--- src/rtl/vga_pkg.sv ---
// Shared raster constants and region state types for the VGA 640x480@60 timing generator.
package vga_pkg;

   localparam int unsigned CNT_W = 10;

   localparam int unsigned H_SYNC_END = 95;
   localparam int unsigned H_BACK_END = 143;
   localparam int unsigned H_ACT_END  = 783;
   localparam int unsigned H_TOTAL    = 800;

   localparam int unsigned V_SYNC_END = 1;
   localparam int unsigned V_BACK_END = 34;
   localparam int unsigned V_ACT_END  = 514;
   localparam int unsigned V_TOTAL    = 525;

   // Axis-independent region coding; h_state_t / v_state_t share this encoding.
   typedef enum logic [1:0] {
      R_SYNC   = 2'd0,
      R_BACK   = 2'd1,
      R_ACTIVE = 2'd2,
      R_FRONT  = 2'd3
   } region_t;

   typedef enum logic [1:0] {
      H_SYNC   = 2'd0,
      H_BACK   = 2'd1,
      H_ACTIVE = 2'd2,
      H_FRONT  = 2'd3
   } h_state_t;

   typedef enum logic [1:0] {
      V_SYNC   = 2'd0,
      V_BACK   = 2'd1,
      V_ACTIVE = 2'd2,
      V_FRONT  = 2'd3
   } v_state_t;

endpackage

--- src/rtl/vga_axis_ctr.sv ---
// One raster axis: modulo counter plus sync/back/active/front region FSM and registered sync level.
module vga_axis_ctr
   import vga_pkg::*;
#(
   parameter int unsigned SYNC_END = 95,
   parameter int unsigned BACK_END = 143,
   parameter int unsigned ACT_END  = 783,
   parameter int unsigned TOTAL    = 800
) (
   input  logic             clk,
   input  logic             reset_n,
   input  logic             adv,
   output logic [CNT_W-1:0] count,
   output logic [1:0]       state,
   output logic             wrap,
   output logic             sync
);

   region_t st;

   assign state = st;
   assign wrap  = adv && (count == CNT_W'(TOTAL - 1));

   always_ff @(posedge clk or negedge reset_n) begin
      if (!reset_n) begin
         count <= '0;
         st    <= R_SYNC;
         sync  <= 1'b0;
      end else if (adv) begin
         count <= wrap ? '0 : count + CNT_W'(1);
         case (st)
            R_SYNC: if (count == CNT_W'(SYNC_END)) begin
               st   <= R_BACK;
               sync <= 1'b1;
            end
            R_BACK:   if (count == CNT_W'(BACK_END)) st <= R_ACTIVE;
            R_ACTIVE: if (count == CNT_W'(ACT_END))  st <= R_FRONT;
            R_FRONT: if (wrap) begin
               st   <= R_SYNC;
               sync <= 1'b0;
            end
         endcase
      end
   end

endmodule

--- src/rtl/vga_timing_gen.sv ---
// VGA 640x480@60 raster timing generator advancing on pix_en; optional frame_cnt under VGA_FRAME_CNT_EN.
module vga_timing_gen
   import vga_pkg::*;
(
   input  logic             clk,
   input  logic             reset_n,
   input  logic             pix_en,
`ifdef VGA_FRAME_CNT_EN
   output logic [15:0]      frame_cnt,
`endif
   output logic [CNT_W-1:0] hCount,
   output logic [CNT_W-1:0] vCount,
   output logic             hsync,
   output logic             vsync,
   output logic             on,
   output logic             line_start,
   output logic             frame_start
);

   logic [1:0] h_st_raw;
   logic [1:0] v_st_raw;
   h_state_t   h_state;
   v_state_t   v_state;
   logic       h_wrap;
   logic       v_wrap;
   logic       h_act_nxt;
   logic       v_act_nxt;

   vga_axis_ctr #(
      .SYNC_END (H_SYNC_END),
      .BACK_END (H_BACK_END),
      .ACT_END  (H_ACT_END),
      .TOTAL    (H_TOTAL)
   ) u_h (
      .clk     (clk),
      .reset_n (reset_n),
      .adv     (pix_en),
      .count   (hCount),
      .state   (h_st_raw),
      .wrap    (h_wrap),
      .sync    (hsync)
   );

   // The vertical axis steps only on the tick where the line wraps.
   vga_axis_ctr #(
      .SYNC_END (V_SYNC_END),
      .BACK_END (V_BACK_END),
      .ACT_END  (V_ACT_END),
      .TOTAL    (V_TOTAL)
   ) u_v (
      .clk     (clk),
      .reset_n (reset_n),
      .adv     (h_wrap),
      .count   (vCount),
      .state   (v_st_raw),
      .wrap    (v_wrap),
      .sync    (vsync)
   );

   assign h_state = h_state_t'(h_st_raw);
   assign v_state = v_state_t'(v_st_raw);

   // Active flags as they will be after this edge, so 'on' lines up with the new counters.
   assign h_act_nxt = pix_en
      ? ((h_state == H_ACTIVE) && (hCount != CNT_W'(H_ACT_END))) ||
        ((h_state == H_BACK)   && (hCount == CNT_W'(H_BACK_END)))
      : (h_state == H_ACTIVE);
   assign v_act_nxt = h_wrap
      ? ((v_state == V_ACTIVE) && (vCount != CNT_W'(V_ACT_END))) ||
        ((v_state == V_BACK)   && (vCount == CNT_W'(V_BACK_END)))
      : (v_state == V_ACTIVE);

   always_ff @(posedge clk or negedge reset_n) begin
      if (!reset_n) begin
         on          <= 1'b0;
         line_start  <= 1'b0;
         frame_start <= 1'b0;
      end else begin
         on          <= h_act_nxt && v_act_nxt;
         line_start  <= h_wrap;
         frame_start <= v_wrap;
      end
   end

`ifdef VGA_FRAME_CNT_EN
   always_ff @(posedge clk or negedge reset_n) begin
      if (!reset_n) begin
         frame_cnt <= '0;
      end else if (v_wrap) begin
         frame_cnt <= frame_cnt + 16'd1;
      end
   end
`endif

endmodule

--- config.mk ---
export PLATFORM = sky130hd
export DESIGN_NAME = vga_timing_gen
export DESIGN_NICKNAME = d
export VERILOG_FILES = /design/src/rtl/vga_pkg.sv /design/src/rtl/vga_axis_ctr.sv /design/src/rtl/vga_timing_gen.sv
export SDC_FILE = /design/constraint.sdc
export NUM_CORES = 1
export LEC_CHECK = 0
export CAP_MARGIN = 20
export CORE_ASPECT_RATIO = 1.2
export CORE_MARGIN = 4
export CORE_UTILIZATION = 28
export CTS_BUF_LIST = sky130_fd_sc_hd__clkbuf_4 sky130_fd_sc_hd__clkbuf_8
export DETAILED_ROUTE_END_ITERATION = 10
export HOLD_SLACK_MARGIN = 0.03
export MAX_ROUTING_LAYER = met4
export PLACE_DENSITY = 0.53
export SLEW_MARGIN = 20
export SYNTH_ARGS = -nofsm -noshare
export SYNTH_HDL_FRONTEND = slang
export SYNTH_SLANG_ARGS = --single-unit
--- constraint.sdc ---
create_clock -name clk -period 4.5 [get_ports clk]
set_clock_uncertainty 0.15 [all_clocks]
set_input_delay 0.9 -clock clk [delete_from_list [all_inputs] [get_ports clk]]
set_output_delay 0.9 -clock clk [all_outputs]
set_load 0.02 [all_outputs]
==> flow_metrics.env, run 1 <==
export IMPL_status="complete, no violations"
export IMPL_cp_arrival_ns=3.13
export IMPL_reg2reg_from="u_h.count[0]"
export IMPL_r2r_setup_slack_ns=1.99
export IMPL_cp_max_fo=13
export IMPL_synth_area_top_cells="dfrtp_1 (45%), ha_1 (10%), xnor2_1 (4.3%), xor2_1 (3.8%), nor2_1 (3.5%)"
export IMPL_drive_gt1_share_pct=5.914
export IMPL_initial_core_util_pct=28.78
export IMPL_ios=28
export IMPL_cts_setup_buffers=0
export IMPL_synth_compound_area_share_pct=7.490
export IMPL_muxShareOfSynthArea_pct=3.861
export IMPL_place_ws_ns=1.106
export IMPL_vdd_drop_max_uv=123.7
export IMPL_drc_errors=0
export IMPL_drt_vias_per_instance=5.024
export IMPL_path_class="primary input to flop"
export IMPL_hold_buffers=0
export IMPL_layout_common_cells="dfrtp_1 (29), clkdlybuf4s50_1 (27), nor2_1 (15), ha_1 (13), nand2_1 (11)"
export IMPL_syn_nets=171
export IMPL_grt_pass1_vias=1284
export IMPL_path_clk_slew_ns=0.06
export IMPL_detail_route_wl_per_cell_um=13.76
export IMPL_worstPathRequired_ns=4.50
export IMPL_rsz0062_at_grt="no"
export IMPL_grt_first_pass_wirelength_mm=5.906
export IMPL_avgSynthCellArea_um2=10.45
export IMPL_min_period_ns=3.131
export IMPL_rr_endpoint="u_v.count[8]"
export IMPL_cts_tree="built"
export IMPL_die_h_um=91.33
export IMPL_fillerInstances=580
export IMPL_core_area_um2=5630
export IMPL_synth_xor_area_share_pct=8.108
export IMPL_synthDistinctLibCells=38
export IMPL_max_clock_path_buffers=2
export IMPL_antenna_found_initial=0
export IMPL_grt_usage_pct=10.78
export IMPL_syn2layout_area_growth_pct=26.18
export IMPL_die_width_um=77.45
export IMPL_synth_top_family_by_area="simple AND/OR/NAND/NOR gates"
export IMPL_layout_commonest_cell="dfrtp_1"
export IMPL_p_leak_uw=0.0009082
export IMPL_setup_tns_ns=0
export IMPL_fin_util_pct=36.31
export IMPL_synth_top_area_share_pct=44.79
export IMPL_synth_adder_area_share_pct=10.04
export IMPL_tightest_slew_ns=0.5346
export IMPL_gp_congestion=0.7460
export IMPL_clock_sinks=29
export IMPL_numCtsBuffers=5
export IMPL_cts_resized=0
export IMPL_clock_latency_ns=0.27
export IMPL_io_buffers=27
export IMPL_finalCritPeriodShare_pct=69.57
export IMPL_drv_slew=0
export IMPL_finalNetCount=202
export IMPL_drt_iter0_drc=29
export IMPL_synthSimpleGateAreaFrac_pct=21.70
export IMPL_hold_depth=1
export IMPL_hold_ws_ns=0.3727
export IMPL_n_antenna_cell=0
export IMPL_instances_no_fill=250
export IMPL_hold_viol=0
export IMPL_rows=30
export IMPL_hp_start="u_v.count[7]"
export IMPL_min_to="u_v.count[7]"
export IMPL_regArea_um2=725.7
export IMPL_cts_root_buffer="clkbuf_8"
export IMPL_rr_worst_depth=7
export IMPL_final_antenna_net_count=0
export IMPL_grt_max_degree=30
export IMPL_max_cap_violations=0
export IMPL_routed_wl_mm=3.440
export IMPL_layout_setup_ws_ns=1.369
export IMPL_htree_levels=2
export IMPL_hp_class="flop to flop"
export IMPL_vias=1256
export IMPL_netlist_instances=155
export IMPL_synth_seq_cells=29
export IMPL_p_per_area_nw_per_um2=413.1
export IMPL_endpoint_kind="flop"
export IMPL_fmax_mhz=319.4
export IMPL_drt_pre_antenna_iters=6
export IMPL_start_kind="primary input"
export IMPL_hpwl_mm=2.442
export IMPL_synth_seq_area_share_pct=44.79
export IMPL_syn_area_um2=1620
export IMPL_setup_viol=0
export IMPL_grt_overflow=0
export IMPL_dpl_cell_count=243
export IMPL_slew_headroom_pct=64.03
export IMPL_yosysWarnings=0
export IMPL_synth_top_cell_by_area="dfrtp_1"
export IMPL_multi_input_area_um2=829.5
export IMPL_die_area_um2=7073
## critical path, stage by stage
cell and delay (ns):
clkdlybuf4s50_1 0.46, buf_4 0.19, nand4_1 0.17, or3_1 0.57, a22oi_4 0.27, and4_4 0.26
mux2_1 0.32
## worst max path at each step
stage          startpoint      endpoint  slack (ns)  cells past startpoint
3_3_place_gp       pix_en  u_h.state[1]        1.15                      7
2_1_floorplan      pix_en  u_h.state[1]        1.92                      6
6_report           pix_en  u_h.state[1]        1.37                      7
4_1_cts            pix_en  u_h.state[1]        1.39                      7
3_5_place_dp       pix_en  u_h.state[1]        1.11                      7
5_1_grt            pix_en  u_h.state[1]        1.26                      7
## stage by stage
| stage | power [µW] | cell area (µm²) |
|---|---|---|
| floorplan | 528.4 | 1620 |
| global placement | 634.4 | 1954 |
| detailed placement | 636.1 | 1954 |
| CTS | 861.6 | 2044 |
| global route | 906.9 | 2044 |
| finish | 844.5 | 2044 |
## cell families (layout without fill, tap and decap cells)
kind of cell	Yosys count	after routing
AND/OR/NAND/NOR	62	62
flip-flops	29	29
AO/OA/AOI/OAI	16	16
XOR/XNOR	15	15
buffers and inverters	14	45
adder cells (fa/ha/maj)	13	13
multiplexers	6	6
## synthesized netlist by cell type
library cell / instances
and3_1: 6
mux2i_1: 4
and4b_1: 1
clkbuf_1: 1
buf_2: 1
inv_1: 8
a22oi_4: 1
xnor2_1: 8
nor3b_1: 1
a221o_1: 1
nor4_1: 1
nand3b_1: 1
mux2_1: 2
a21oi_1: 1
buf_1: 1
o2111a_1: 1
o221ai_1: 1
o31ai_1: 1
clkinv_1: 1
nand4bb_1: 1
nor2_1: 15
and4_1: 2
nand4_1: 8
dfrtp_1: 29
nand4b_1: 3
nand3_1: 6
and4_4: 1
or3_1: 1
nor4b_1: 3
buf_4: 1
a22o_1: 1
nand2_1: 11
nand2b_1: 1
xor2_1: 7
ha_1: 13
buf_6: 1
a31oi_1: 3
o21ai_0: 6
## cell type report
type / count / share of cell area, %
Sequential cell: 29 / 35.50
Tap cell: 64 / 3.917
Clock buffer: 7 / 4.406
Multi-Input combinational cell: 112 / 40.58
Inverter: 9 / 1.652
Timing Repair Buffer: 29 / 13.95
## power breakdown
group | internal (µW) | switching (µW) | total, µW
Combinational | 133 | 136 | 268
Sequential | 302 | 55.8 | 358
Clock | 127 | 91.0 | 218
## routing by layer
layer  wire length (µm)  up-vias  global-route usage [%]
met5                  0        -                       -
met4                 57        0                   3.561
met3                130        6                   3.274
met2               1664       29                   17.87
met1               1587      605                   12.40
li1                   -      616                       -
## state kept, by name, summed over array words and instances (netlist names)
| register | count |
|---|---|
| u_v.sync | 1 |
| frame_start | 1 |
| line_start | 1 |
| u_h.count | 10 |
| u_h.sync | 1 |
| u_v.count | 10 |
| on | 1 |
| u_v.state | 2 |
| u_h.state | 2 |
Note: power is estimated with default switching activity, not from simulation.
==> inputs of run 2 (changes only) <==
--- a/config.mk
+++ b/config.mk
@@ -13,7 +13,7 @@
 export DETAILED_ROUTE_END_ITERATION = 10
 export HOLD_SLACK_MARGIN = 0.03
 export MAX_ROUTING_LAYER = met4
-export PLACE_DENSITY = 0.53
+export PLACE_DENSITY = 0.54
 export SLEW_MARGIN = 20
 export SYNTH_ARGS = -nofsm -noshare
 export SYNTH_HDL_FRONTEND = slang
==> constraint.sdc (replaced) <==
create_clock -name clk -period 2.5 [get_ports clk]
set_clock_uncertainty 0.15 [all_clocks]
set_input_delay 0.5 -clock clk [delete_from_list [all_inputs] [get_ports clk]]
set_output_delay 0.5 -clock clk [all_outputs]
set_load 0.02 [all_outputs]
==> flow_metrics.env, run 2 (synthesized netlist as in run 1, its figures left out) <==
export IMPL_htree_levels=2
export IMPL_grt_overflow=0
export IMPL_crit_path_end="u_h.state[1]"
export IMPL_final_antenna_net_count=0
export IMPL_slew_headroom_pct=75.04
export IMPL_layout_commonest_cell="dfrtp_1"
export IMPL_max_clock_path_buffers=2
export IMPL_tightest_slew_ns=0.3692
export IMPL_drive_gt1_share_pct=14.29
export IMPL_drv_slew=0
export IMPL_routed_wl_mm=3.510
export IMPL_drt_pre_antenna_iters=4
export IMPL_reg2reg_from="u_h.count[1]"
export IMPL_clock_sinks=29
export IMPL_path_clk_slew_ns=0.06
export IMPL_n_antenna_cell=0
export IMPL_vias=1308
export IMPL_grt_pass1_vias=1328
export IMPL_detail_route_wl_per_cell_um=13.15
export IMPL_syn2layout_area_growth_pct=33.98
export IMPL_cp_arrival_ns=2.36
export IMPL_core_area_um2=5630
export IMPL_path_class="primary input to flop"
export IMPL_numCtsBuffers=5
export IMPL_grt_first_pass_wirelength_mm=6.182
export IMPL_rows=30
export IMPL_drc_errors=0
export IMPL_io_buffers=27
export IMPL_start_kind="primary input"
export IMPL_p_per_area_nw_per_um2=730.1
export IMPL_die_area_um2=7073
export IMPL_largestRegisters="u_h.count (10), u_v.count (10)"
export IMPL_critPathLaunch="pix_en"
export IMPL_layout_common_cells="dfrtp_1 (29), clkdlybuf4s50_1 (27), buf_4 (18), nor2_1 (15), ha_1 (13)"
export IMPL_place_area_um2=2074
export IMPL_clock_latency_ns=0.27
export IMPL_initial_core_util_pct=28.78
export IMPL_cts_resized=0
export IMPL_cts_tree="built"
export IMPL_ios=28
export IMPL_fillerInstances=584
export IMPL_status="complete, no violations"
export IMPL_hp_class="flop to flop"
export IMPL_gp_congestion=0.7981
export IMPL_max_cap_violations=0
export IMPL_endpoint_kind="flop"
export IMPL_drt_iter0_drc=60
export IMPL_fin_util_pct=38.56
export IMPL_cts_root_buffer="clkbuf_8"
export IMPL_r2r_setup_slack_ns=0.27
export IMPL_hold_buffers=0
export IMPL_finalNetCount=218
export IMPL_vdd_drop_max_uv=230.5
export IMPL_finalCritPeriodShare_pct=93.99
export IMPL_hold_viol=0
export IMPL_min_period_ns=2.350
export IMPL_fmax_mhz=425.6
export IMPL_cts_setup_buffers=0
export IMPL_rr_worst_depth=6
export IMPL_final_area_um2=2171
export IMPL_rr_endpoint="u_h.state[1]"
export IMPL_grt_max_degree=30
export IMPL_setup_viol=0
export IMPL_drt_vias_per_instance=4.899
export IMPL_cp_max_fo=7
export IMPL_p_leak_uw=0.0009913
export IMPL_die_width_um=77.45
export IMPL_die_h_um=91.33
export IMPL_hpwl_mm=2.642
export IMPL_worstPathRequired_ns=2.51
export IMPL_antenna_found_initial=0
export IMPL_grt_usage_pct=11.38
export IMPL_hp_start="u_v.count[7]"
export IMPL_rsz0062_at_grt="no"
## run 2: changes by cell type in the layout (fill, tap and decap cells not counted), sizes merged
cell / before / now
buf: 2 / 18
clkbuf: 7 / 8
## run 2: stage by stage
| stage | hold slack (ns) | worst slack [ns] | TNS [ns] | power (µW) | instances |
|---|---|---|---|---|---|
| 6_report | 0.3701 | 0.1502 | 0 | 1585 | 267 |
| 5_1_grt | 0.4109 | 0.08238 | 0 | 1693 | 267 |
| 4_1_cts | 0.3736 | 0.05575 | 0 | 1613 | 267 |
| 3_5_place_dp | 0.3649 | -0.2198 | -0.6631 | 1210 | 259 |
| 3_3_place_gp | 0.3694 | -0.2061 | -0.7592 | 1202 | 259 |
| 2_1_floorplan | 0.05441 | 0.1101 | 0 | 951.2 | 155 |
## run 2: worst min path at each step
stage | to | slack (ns) | cells after the start
floorplan | frame_start | 0.05 | 0
global placement | u_v.count[7] | 0.37 | 1
finish | u_v.count[7] | 0.37 | 1
CTS | u_v.count[7] | 0.37 | 1
detailed placement | u_v.count[7] | 0.36 | 1
global route | u_v.count[7] | 0.41 | 1
## run 2: cell type report
| class | instances | area, µm² | area share (%) |
|---|---|---|---|
| multi-input combinational | 112 | 834.6 | 38.44 |
| sequential | 29 | 725.7 | 33.43 |
| timing repair buffer | 45 | 405.4 | 18.67 |
| clock buffer | 8 | 91.34 | 4.207 |
| tap | 64 | 80.08 | 3.689 |
| inverter | 9 | 33.78 | 1.556 |
## run 2: routing by layer
metal,vias up,share of wire (%),track usage [%]
met1,621,46,13.78
met2,38,49,18.08
met5,-,0,-
met3,4,3.9,3.075
li1,645,-,-
met4,0,0.66,4.303
## run 2: worst max-delay path: stages
cell             delay [ns]
clkdlybuf4s50_1        0.49
nand4_1                0.12
or3_4                  0.47
a22oi_4                0.21
and4_4                 0.24
mux2_1                 0.32
## run 2: report_power, final
group          internal, µW  switching (µW)  leakage, µW
Clock                   230             161    0.0000498
Sequential              544            63.9     0.000370
Combinational           290             296     0.000572
